==> src/rtl/seg_pkg.sv <==
// Glyph codes, segment patterns and buffer entry type shared by the 7-segment scan driver.
package seg_pkg;

  localparam logic [4:0] GLYPH_0     = 5'h00;
  localparam logic [4:0] GLYPH_1     = 5'h01;
  localparam logic [4:0] GLYPH_2     = 5'h02;
  localparam logic [4:0] GLYPH_3     = 5'h03;
  localparam logic [4:0] GLYPH_4     = 5'h04;
  localparam logic [4:0] GLYPH_5     = 5'h05;
  localparam logic [4:0] GLYPH_6     = 5'h06;
  localparam logic [4:0] GLYPH_7     = 5'h07;
  localparam logic [4:0] GLYPH_8     = 5'h08;
  localparam logic [4:0] GLYPH_9     = 5'h09;
  localparam logic [4:0] GLYPH_A     = 5'h0A;
  localparam logic [4:0] GLYPH_B     = 5'h0B;
  localparam logic [4:0] GLYPH_C     = 5'h0C;
  localparam logic [4:0] GLYPH_D     = 5'h0D;
  localparam logic [4:0] GLYPH_E     = 5'h0E;
  localparam logic [4:0] GLYPH_F     = 5'h0F;
  localparam logic [4:0] GLYPH_L     = 5'h10;
  localparam logic [4:0] GLYPH_N     = 5'h11;
  localparam logic [4:0] GLYPH_H     = 5'h12;
  localparam logic [4:0] GLYPH_S     = 5'h15;
  localparam logic [4:0] GLYPH_Y     = 5'h19;
  localparam logic [4:0] GLYPH_BLANK = 5'h1F;

  // Active-low {g,f,e,d,c,b,a}
  localparam logic [6:0] SEGS_OFF = 7'h7F;

  typedef struct packed {
    logic [4:0] code;
    logic       dp;
    logic       blink;
  } digit_t;

  localparam digit_t DIGIT_RESET = '{code: GLYPH_BLANK, dp: 1'b0, blink: 1'b0};

  function automatic logic [6:0] glyph_segs(input logic [4:0] code);
    logic [6:0] segs;
    segs = SEGS_OFF;
    case (code)
      GLYPH_0: segs = 7'h40;
      GLYPH_1: segs = 7'h79;
      GLYPH_2: segs = 7'h24;
      GLYPH_3: segs = 7'h30;
      GLYPH_4: segs = 7'h19;
      GLYPH_5: segs = 7'h12;
      GLYPH_6: segs = 7'h02;
      GLYPH_7: segs = 7'h78;
      GLYPH_8: segs = 7'h00;
      GLYPH_9: segs = 7'h10;
      GLYPH_A: segs = 7'h08;
      GLYPH_B: segs = 7'h03;
      GLYPH_C: segs = 7'h46;
      GLYPH_D: segs = 7'h21;
      GLYPH_E: segs = 7'h06;
      GLYPH_F: segs = 7'h0E;
      GLYPH_L: segs = 7'h47;
      GLYPH_N: segs = 7'h2B;
      GLYPH_H: segs = 7'h09;
      GLYPH_S: segs = 7'h12;
      GLYPH_Y: segs = 7'h11;
      default: segs = SEGS_OFF;
    endcase
    return segs;
  endfunction

endpackage

==> src/rtl/seg_glyph_decoder.sv <==
// Combinational glyph code + decimal point to active-low {dp,g,f,e,d,c,b,a} pattern.
module seg_glyph_decoder
  import seg_pkg::*;
(
  input  logic [4:0] code,
  input  logic       dp,
  output logic [7:0] pattern
);

  always_comb begin
    pattern = {~dp, glyph_segs(code)};
  end

endmodule

==> src/rtl/seg_scan_driver.sv <==
// Multiplexed 7-segment scan driver: shadow/active glyph buffers with frame-synchronous
// commit, brightness PWM, per-digit blink, anti-ghost guard and selectable output polarity.
module seg_scan_driver
  import seg_pkg::*;
#(
  parameter int NUM_DIGITS   = 8,
  parameter int SCAN_LOG2    = 14,
  parameter int BRIGHT_W     = 3,
  parameter int GUARD        = 64,
  parameter int BLINK_FRAMES = 32,
  parameter bit SEG_ACT_LOW  = 1'b1,
  parameter bit SEL_ACT_LOW  = 1'b1,
  localparam int IDX_W       = $clog2(NUM_DIGITS)
) (
  input  logic                  clk,
  input  logic                  reset_n,
  input  logic                  wr_en,
  input  logic [IDX_W-1:0]      wr_idx,
  input  logic [4:0]            wr_code,
  input  logic                  wr_dp,
  input  logic                  wr_blink,
  input  logic                  commit,
  input  logic [BRIGHT_W-1:0]   brightness,
  input  logic                  blank_all,
  output logic                  commit_pending,
  output logic                  frame_start,
  output logic [7:0]            seg_data,
  output logic [NUM_DIGITS-1:0] seg_sel
);

  localparam int FRM_W = (BLINK_FRAMES > 1) ? $clog2(BLINK_FRAMES) : 1;
  localparam logic [IDX_W-1:0]      LAST_DIG = IDX_W'(NUM_DIGITS - 1);
  localparam logic [FRM_W-1:0]      LAST_FRM = FRM_W'(BLINK_FRAMES - 1);
  localparam logic [SCAN_LOG2-1:0]  GUARD_C  = SCAN_LOG2'(GUARD);
  localparam logic [7:0]            SEG_IDLE = SEG_ACT_LOW ? 8'hFF : 8'h00;
  localparam logic [NUM_DIGITS-1:0] SEL_IDLE = SEL_ACT_LOW ? '1 : '0;

  localparam logic [0:0] ST_IDLE = 1'b0;
  localparam logic [0:0] ST_PEND = 1'b1;

  logic [SCAN_LOG2-1:0]  div_cnt;
  logic [IDX_W-1:0]      dig_idx;
  logic [FRM_W-1:0]      frm_cnt;
  logic                  blink_ph;
  logic [0:0]            state;
  digit_t                shadow [NUM_DIGITS];
  digit_t                active [NUM_DIGITS];

  logic                  frame_end;
  digit_t                cur;
  logic [7:0]            pattern;
  logic [BRIGHT_W-1:0]   level;
  logic                  digit_on;
  logic [NUM_DIGITS-1:0] sel_hot;

  assign frame_end      = (&div_cnt) && (dig_idx == LAST_DIG);
  assign commit_pending = (state == ST_PEND);

  always_ff @(posedge clk or negedge reset_n) begin
    if (!reset_n) begin
      div_cnt  <= '0;
      dig_idx  <= '0;
      frm_cnt  <= '0;
      blink_ph <= 1'b0;
    end else begin
      div_cnt <= div_cnt + 1'b1;
      if (&div_cnt) begin
        dig_idx <= (dig_idx == LAST_DIG) ? '0 : dig_idx + 1'b1;
      end
      if (frame_end) begin
        if (frm_cnt == LAST_FRM) begin
          frm_cnt  <= '0;
          blink_ph <= ~blink_ph;
        end else begin
          frm_cnt <= frm_cnt + 1'b1;
        end
      end
    end
  end

  // Shadow write and the frame-end copy share one edge; the copy sees the pre-write shadow.
  always_ff @(posedge clk or negedge reset_n) begin
    if (!reset_n) begin
      for (int unsigned i = 0; i < NUM_DIGITS; i++) begin
        shadow[i] <= DIGIT_RESET;
        active[i] <= DIGIT_RESET;
      end
    end else begin
      if (wr_en && (int'(wr_idx) < NUM_DIGITS)) begin
        shadow[wr_idx] <= '{code: wr_code, dp: wr_dp, blink: wr_blink};
      end
      if ((state == ST_PEND) && frame_end) begin
        active <= shadow;
      end
    end
  end

  always_ff @(posedge clk or negedge reset_n) begin
    if (!reset_n) begin
      state <= ST_IDLE;
    end else begin
      case (state)
        ST_IDLE: if (commit) state <= ST_PEND;
        ST_PEND: if (frame_end && !commit) state <= ST_IDLE;
        default: state <= ST_IDLE;
      endcase
    end
  end

  assign cur = active[dig_idx];

  seg_glyph_decoder u_glyph_decoder (
    .code    (cur.code),
    .dp      (cur.dp),
    .pattern (pattern)
  );

  // A digit with no lit segment is not selected at all, so blank positions draw no drive.
  always_comb begin
    level    = div_cnt[SCAN_LOG2-1 -: BRIGHT_W];
    sel_hot  = NUM_DIGITS'(1) << dig_idx;
    digit_on = (div_cnt >= GUARD_C) && (level <= brightness) && !blank_all
               && !(cur.blink && blink_ph) && (pattern != 8'hFF);
  end

  always_ff @(posedge clk or negedge reset_n) begin
    if (!reset_n) begin
      seg_data    <= SEG_IDLE;
      seg_sel     <= SEL_IDLE;
      frame_start <= 1'b0;
    end else begin
      seg_data    <= digit_on ? (SEG_ACT_LOW ? pattern : ~pattern) : SEG_IDLE;
      seg_sel     <= digit_on ? (SEL_ACT_LOW ? ~sel_hot : sel_hot) : SEL_IDLE;
      frame_start <= (div_cnt == '0) && (dig_idx == '0);
    end
  end

endmodule

==> config.mk <==
export PLATFORM = sky130hd
export DESIGN_NAME = seg_scan_driver
export DESIGN_NICKNAME = d
export VERILOG_FILES = /design/src/rtl/seg_pkg.sv /design/src/rtl/seg_glyph_decoder.sv /design/src/rtl/seg_scan_driver.sv
export SDC_FILE = /design/constraint.sdc
export NUM_CORES = 1
export LEC_CHECK = 0
export CAP_MARGIN = 10
export CORE_ASPECT_RATIO = 0.8
export CORE_MARGIN = 2
export CORE_UTILIZATION = 67
export CTS_BUF_LIST = sky130_fd_sc_hd__clkbuf_2 sky130_fd_sc_hd__clkbuf_4 sky130_fd_sc_hd__clkbuf_8
export CTS_CLUSTER_DIAMETER = 100
export CTS_CLUSTER_SIZE = 24
export DETAILED_ROUTE_END_ITERATION = 12
export PLACE_DENSITY = 0.95
export SLEW_MARGIN = 15
export SYNTH_ARGS = -nofsm -noshare
export SYNTH_HDL_FRONTEND = slang
export SYNTH_SLANG_ARGS = --single-unit
==> constraint.sdc <==
create_clock -name clk -period 4.3 [get_ports clk]
set_input_delay 0.86 -clock clk [delete_from_list [all_inputs] [get_ports clk]]
set_output_delay 0.86 -clock clk [all_outputs]
set_load 0.01 [all_outputs]
==> impl_metrics.yaml, run 1 <==
route:
  drc: 0
  drt_wl_total_um: 14200
  post_drt_via_cell_ratio: 6.14
  ant_nets: 0
  dr.pass1.iters: 5
  vias: 4166
  wl_per_cell_um: 20.9
  drtIter0Drc: 383
worst_setup_path:
  reg2reg_from: "dig_idx[1]"
  worstSetupEndpointType: "register"
  cp_slowest_cell: "dfrtp_1"
  critPathLaunch: "dig_idx[1]"
  required_ns: 4.67
  ff2ff_path_depth: 7
  path_cells: "mux4_2 > mux2i_1 > inv_1 > ha_1 > a221oi_1 > o2111ai_4 > o2111ai_1"
  startpoint_type: "register"
  crit_end: "seg_sel[6]"
  cp_max_fo: 13
  crit_type: "reg -> reg"
  arrival_ns: 3.70
  rrSetupSlack_ns: 0.97
  crit_path_max_incr_delay_ns: 0.69
  timing.rr.end: "seg_sel[6]"
layout:
  finalNetCount: 562
  syn2layout_area_growth_pct: 11.9
  drive_above_1_share: 0.522
  diodes: 0
clock_tree:
  clk_pin_slew_ns: 0.09
  clock_latency_ns: 0.46
  postCtsSetupRepairBufs: 0
  cts.repair.resized: 0
  clock_sinks: 153
  cts-htree-levels: 4
  cts-buffers-inserted: 17
  cts_tree: "built"
  clockBufferDepth: 2
  ctsHoldBuffers: 0
  root_buffer: "clkbuf_8"
yosys:
  synth.most_common_cell: "mux2_2"
  yosysUniqueCellTypes: 56
  synth.cell_area_mm2: 0.00706
  synth_edf_count: 0
  async_flop_share: 1.00
  yosys.area.top_type_share: 0.358
  yosys.area_share.simple: 0.0628
  synth_compound_area_frac: 0.0497
  synth_fa_ha_area_frac: 0.0351
  synthMuxAreaShare: 0.251
  ys_seq_area_frac: 0.560
  synth_top_family_by_area: "multiplexers"
  synth_top_area_cell: "dfstp_2"
  synth_fp_nets: 522
  netlist_instances: 485
  synthTopCellsByArea: "dfstp_2, dfrtp_1, mux2_2"
  ys_ff_latch: 153
  synth_xor_area_frac: 0.0174
  synthTopCellsByCount: "mux2_2, dfstp_2, dfrtp_1"
  syn_area_per_cell_um2: 14.5
  yosys_warnings: 0
  synth_flop_cell: "dfstp_2"
placed_design:
  place_ws_ns: 1.01
  gp_congestion: 0.890
  dp_hpwl_um: 9540
  port_buffers: 35
floorplan:
  start_util: 0.689
  dieArea_mm2: 0.0114
  io_pins: 36
  die_w_um: 119
  rows: 33
  chipHeight_um: 95.8
  core_area_mm2: 0.0102
sta:
  fin_crit_ns: 3.33
  slew_violations: 0
  finalCritPeriodShare: 0.775
  clock.fmax_mhz: 300
  slew_headroom: 0.377
  rsz0062_at_grt: "false"
  final-hold-violation-count: 0
  setup_violations: 0
  timing.setup.tns_ns: 0
  tightest_slew_ns: 0.935
  finClkSkew_ns: 0.0156
  fin_ws_ns: 0.966
power_and_ir_drop:
  p_seq_frac: 0.577
  power.density_mw_per_mm2: 368
  pwr-share-clk: 0.358
  internal_power_mw: 2.21
  p_total_mw: 2.91
  ir_worst_vdd_mv: 0.364
  p_leak_nw: 3.38
  switching_share: 0.241
  share_comb_of_total_power: 0.066
  switching_power_uw: 701
global_routing:
  overflow: 0
  grt_use_total: 0.272
  grt_pass1_wl_um: 23200
  antenna_found_initial: 0
  grt_start_max_net_pins: 126
  grt_pass1_vias: 4474
run:
  drv_cap: 0
run_status:
  outcome: "complete, no violations"
min_path:
  min_path_type: "in -> async"
==> placed cells by master, fill, tap and decap left out, types with 8 or more instances in the layout <==
| cell | instances |
|---|---|
| clkbuf_8 | 19 |
| clkdlybuf4s50_1 | 34 |
| dfrtp_1 | 57 |
| dfstp_2 | 96 |
| ha_1 | 19 |
| inv_1 | 13 |
| mux2_2 | 115 |
| mux2i_1 | 9 |
| mux4_2 | 14 |
| nand2_1 | 21 |
| nand2b_1 | 8 |
| nand3_1 | 9 |
| nor2_1 | 12 |
| o21ai_0 | 8 |
| xnor2_1 | 8 |
==> worst max-delay path: cells and delay by family (launching register included) <==
| family | cells | cell delay (ns) |
|---|---|---|
| AOI/OAI and AO/OA | 3 | 1.07 |
| adders and majority gates | 1 | 0.39 |
| buffers and inverters | 1 | 0.17 |
| DFF | 1 | 0.69 |
| muxes | 2 | 0.93 |
==> power groups by stage <==
stage	clock network, mW	registers (mW)	logic (mW)
4_1_cts	1.05	1.68	0.194
6_report	1.04	1.68	0.191
2_1_floorplan	0	1.67	0.121
3_5_place_dp	0	1.70	0.193
3_3_place_gp	0	1.69	0.178
5_1_grt	1.12	1.69	0.211
==> state kept, by name (all words and copies together) (netlist names) <==
| register | count |
|---|---|
| active | 56 |
| shadow | 56 |
| div_cnt | 14 |
| seg_data | 8 |
| seg_sel | 8 |
| frm_cnt | 5 |
| dig_idx | 3 |
| blink_ph | 1 |
| commit_pending | 1 |
| frame_start | 1 |
==> layout make-up <==
type / instances / area (um2)
multi-input cells: 296 / 2940
repair buffers: 42 / 407
fillers: 588 / 2340
inverters: 15 / 56.3
well taps: 140 / 175
clock inverters: 13 / 118
flip-flops and latches: 153 / 3950
clock buffers: 19 / 255
==> metrics by stage <==
| stage | utilization | hold slack (ns) | cell area [um2] | std cells |
|---|---|---|---|---|
| finish | 0.771 | 0.509 | 7900 | 678 |
| global route | 0.771 | 0.517 | 7900 | 678 |
| CTS | 0.771 | 0.510 | 7890 | 678 |
| detailed placement | 0.734 | 0.490 | 7520 | 646 |
| global placement | 0.734 | 0.481 | 7520 | 646 |
| floorplan | - | 0.460 | 7060 | 485 |
==> worst min-delay path by stage <==
stage          cells past startpoint  slack, ns        from          end
2_1_floorplan                      1       0.46  div_cnt[9]   div_cnt[9]
3_3_place_gp                       1       0.48  div_cnt[0]   div_cnt[0]
3_5_place_dp                       1       0.49   shadow[0]    shadow[0]
4_1_cts                            1       0.51  shadow[42]   shadow[42]
5_1_grt                            1       0.52  shadow[28]   active[28]
6_report                           1       0.51     reset_n  div_cnt[11]
==> logic make-up after synthesis <==
kind of cell,after synthesis
buffers and inverters,36
adders and majority gates,20
xor gates and xnor gates,14
AOI/OAI and AO/OA,39
and+or+nand+nor,82
muxes,141
DFF,153
==> per-layer routing <==
metal,track usage,share of wire,vias up
met3,0.0723,0.052,21
met4,0.104,0.017,0
met1,0.351,0.42,2152
li1,-,-,1853
met5,0,0,-
met2,0.449,0.51,140
(Power assumes the default switching activity.)
==> run 2: changes to the inputs <==
--- a/config.mk
+++ b/config.mk
@@ -8,12 +8,12 @@
 export CAP_MARGIN = 10
 export CORE_ASPECT_RATIO = 0.8
 export CORE_MARGIN = 2
-export CORE_UTILIZATION = 67
+export CORE_UTILIZATION = 62
 export CTS_BUF_LIST = sky130_fd_sc_hd__clkbuf_2 sky130_fd_sc_hd__clkbuf_4 sky130_fd_sc_hd__clkbuf_8
 export CTS_CLUSTER_DIAMETER = 100
 export CTS_CLUSTER_SIZE = 24
 export DETAILED_ROUTE_END_ITERATION = 12
-export PLACE_DENSITY = 0.95
+export PLACE_DENSITY = 0.89
 export SLEW_MARGIN = 15
 export SYNTH_ARGS = -nofsm -noshare
 export SYNTH_HDL_FRONTEND = slang
==> constraint.sdc (replaced) <==
create_clock -name clk -period 3.2 [get_ports clk]
set_input_delay 0.64 -clock clk [delete_from_list [all_inputs] [get_ports clk]]
set_output_delay 0.64 -clock clk [all_outputs]
set_load 0.01 [all_outputs]
==> run 2 against run 1 <==
  * Setup slack worse by 0.64 ns
  * Via count down 1.6%
  * Total power up 39%
  * First-iteration DRC count down 8.6%
  * Sequential cell count unchanged
  * Non-clock buffer count up 10
==> impl_metrics.yaml, run 2 (synthesized netlist as in run 1, its figures left out) <==
route:
  post_drt_via_cell_ratio: 5.93
  drc: 0
  drtIter0Drc: 350
  drt_wl_total_um: 13400
  wl_per_cell_um: 19.4
  ant_nets: 0
  vias: 4101
  dr.pass1.iters: 4
sta:
  setup_violations: 0
  fin_crit_ns: 2.87
  clock.fmax_mhz: 348
  finalCritPeriodShare: 0.898
  final-hold-violation-count: 0
  rsz0062_at_grt: "false"
  tightest_slew_ns: 0.800
  slew_headroom: 0.466
  timing.setup.tns_ns: 0
  slew_violations: 0
  finClkSkew_ns: 0.0155
clock_tree:
  clockBufferDepth: 2
  cts-buffers-inserted: 17
  ctsHoldBuffers: 0
  cts-htree-levels: 4
  cts_tree: "built"
  root_buffer: "clkbuf_8"
  clock_sinks: 153
  clk_pin_slew_ns: 0.09
  clock_latency_ns: 0.46
layout:
  finalNetCount: 572
  drive_above_1_share: 0.531
  final_cell_mix: "mux2_2, dfstp_2, dfrtp_1"
  utilization: 0.732
  reg_top3: "active: 56 flops, shadow: 56 flops, div_cnt: 14 flops"
  final_common_cell: "mux2_2"
  syn2layout_area_growth_pct: 13.9
  diodes: 0
global_routing:
  grt_start_max_net_pins: 93
  antenna_found_initial: 0
  grt_pass1_wl_um: 22600
  grt_use_total: 0.246
  grt_pass1_vias: 4348
  overflow: 0
floorplan:
  die_w_um: 123
  chipHeight_um: 99.4
  start_util: 0.643
  io_pins: 36
  rows: 34
  core_area_mm2: 0.0110
  dieArea_mm2: 0.0123
worst_setup_path:
  critPathLaunch: "dig_idx[0]"
  rrSetupSlack_ns: 0.33
  cp_slowest_cell: "dfrtp_2"
  path_cells: "mux4_2 > nand2_1 > nand2_1 > inv_1 > ha_1 > inv_1 > o22ai_1 > a22o_1 > o221ai_2 > o2111ai_1"
  ff2ff_path_depth: 10
  arrival_ns: 3.22
  cp_max_fo: 13
  required_ns: 3.55
  crit_path_max_incr_delay_ns: 0.62
  startpoint_type: "register"
  crit_end: "seg_sel[5]"
  crit_type: "reg -> reg"
  reg2reg_from: "dig_idx[0]"
  timing.rr.end: "seg_sel[5]"
  worstSetupEndpointType: "register"
run_status:
  outcome: "complete, no violations"
min_path:
  min_path_type: "in -> async"
power_and_ir_drop:
  ir_worst_vdd_mv: 0.414
  power.density_mw_per_mm2: 503
  p_leak_nw: 3.45
placed_design:
  port_buffers: 35
  dp_hpwl_um: 9290
  gp_congestion: 0.889
run:
  drv_cap: 0
-- run 2: through the flow --
stage	hold WS (ns)	power [mW]	setup slack [ns]	area, um2	std cells
2_1_floorplan	0.344	2.41	0.276	7060	485
3_3_place_gp	0.482	2.51	0.238	7610	660
3_5_place_dp	0.491	2.54	0.144	7610	660
4_1_cts	0.253	4.08	0.112	8040	692
5_1_grt	0.279	4.20	0.0547	8040	692
6_report	0.211	4.04	0.326	8040	692
-- run 2: what timing repair did --
action                                  in CTS  in global routing
hold endpoints to repair                     0                  0
endpoints found under the setup margin       0                  8
setup buffers                                0                  0
resized for setup                            0                  1
-- run 2: final cells by class --
class	count	area, um2
clock buffer	19	255
clock inverter	13	168
fill	679	2940
inverter	15	56.3
multi-input combinational	296	2940
sequential	153	3950
tap	144	180
timing repair buffer	52	492
-- run 2: worst min path at each step --
stage	end	slack (ns)	startpoint
final	div_cnt[8]	0.21	reset_n
after global routing	div_cnt[7]	0.28	reset_n
after CTS	div_cnt[13]	0.25	reset_n
after detailed placement	shadow[7]	0.49	shadow[7]
after global placement	div_cnt[9]	0.48	div_cnt[9]
after floorplan	active[0]	0.34	reset_n
-- run 2: worst max-delay path: cells and delay by family, from the launching register on --
| kind | cells | cell delay, ns |
|---|---|---|
| fa+ha+maj | 1 | 0.25 |
| buf+inv | 2 | 0.24 |
| compound gates | 4 | 0.88 |
| mux | 1 | 0.55 |
| simple gates | 2 | 0.23 |
| flops | 1 | 0.62 |
-- run 2: report_power, final --
group	internal, mW	leakage (nW)	switching [mW]
Clock	0.808	0.206	0.730
Combinational	0.146	1.50	0.109
Sequential	2.17	1.74	0.0785
Total	3.13	3.45	0.918
-- run 2: metal layers --
| metal | track usage | share of wire | wire length (um) |
|---|---|---|---|
| met5 | 0 | 0 | 0 |
| met4 | 0.0883 | 0.016 | 221 |
| met1 | 0.346 | 0.46 | 6240 |
| met3 | 0.0522 | 0.041 | 545 |
| met2 | 0.382 | 0.48 | 6420 |
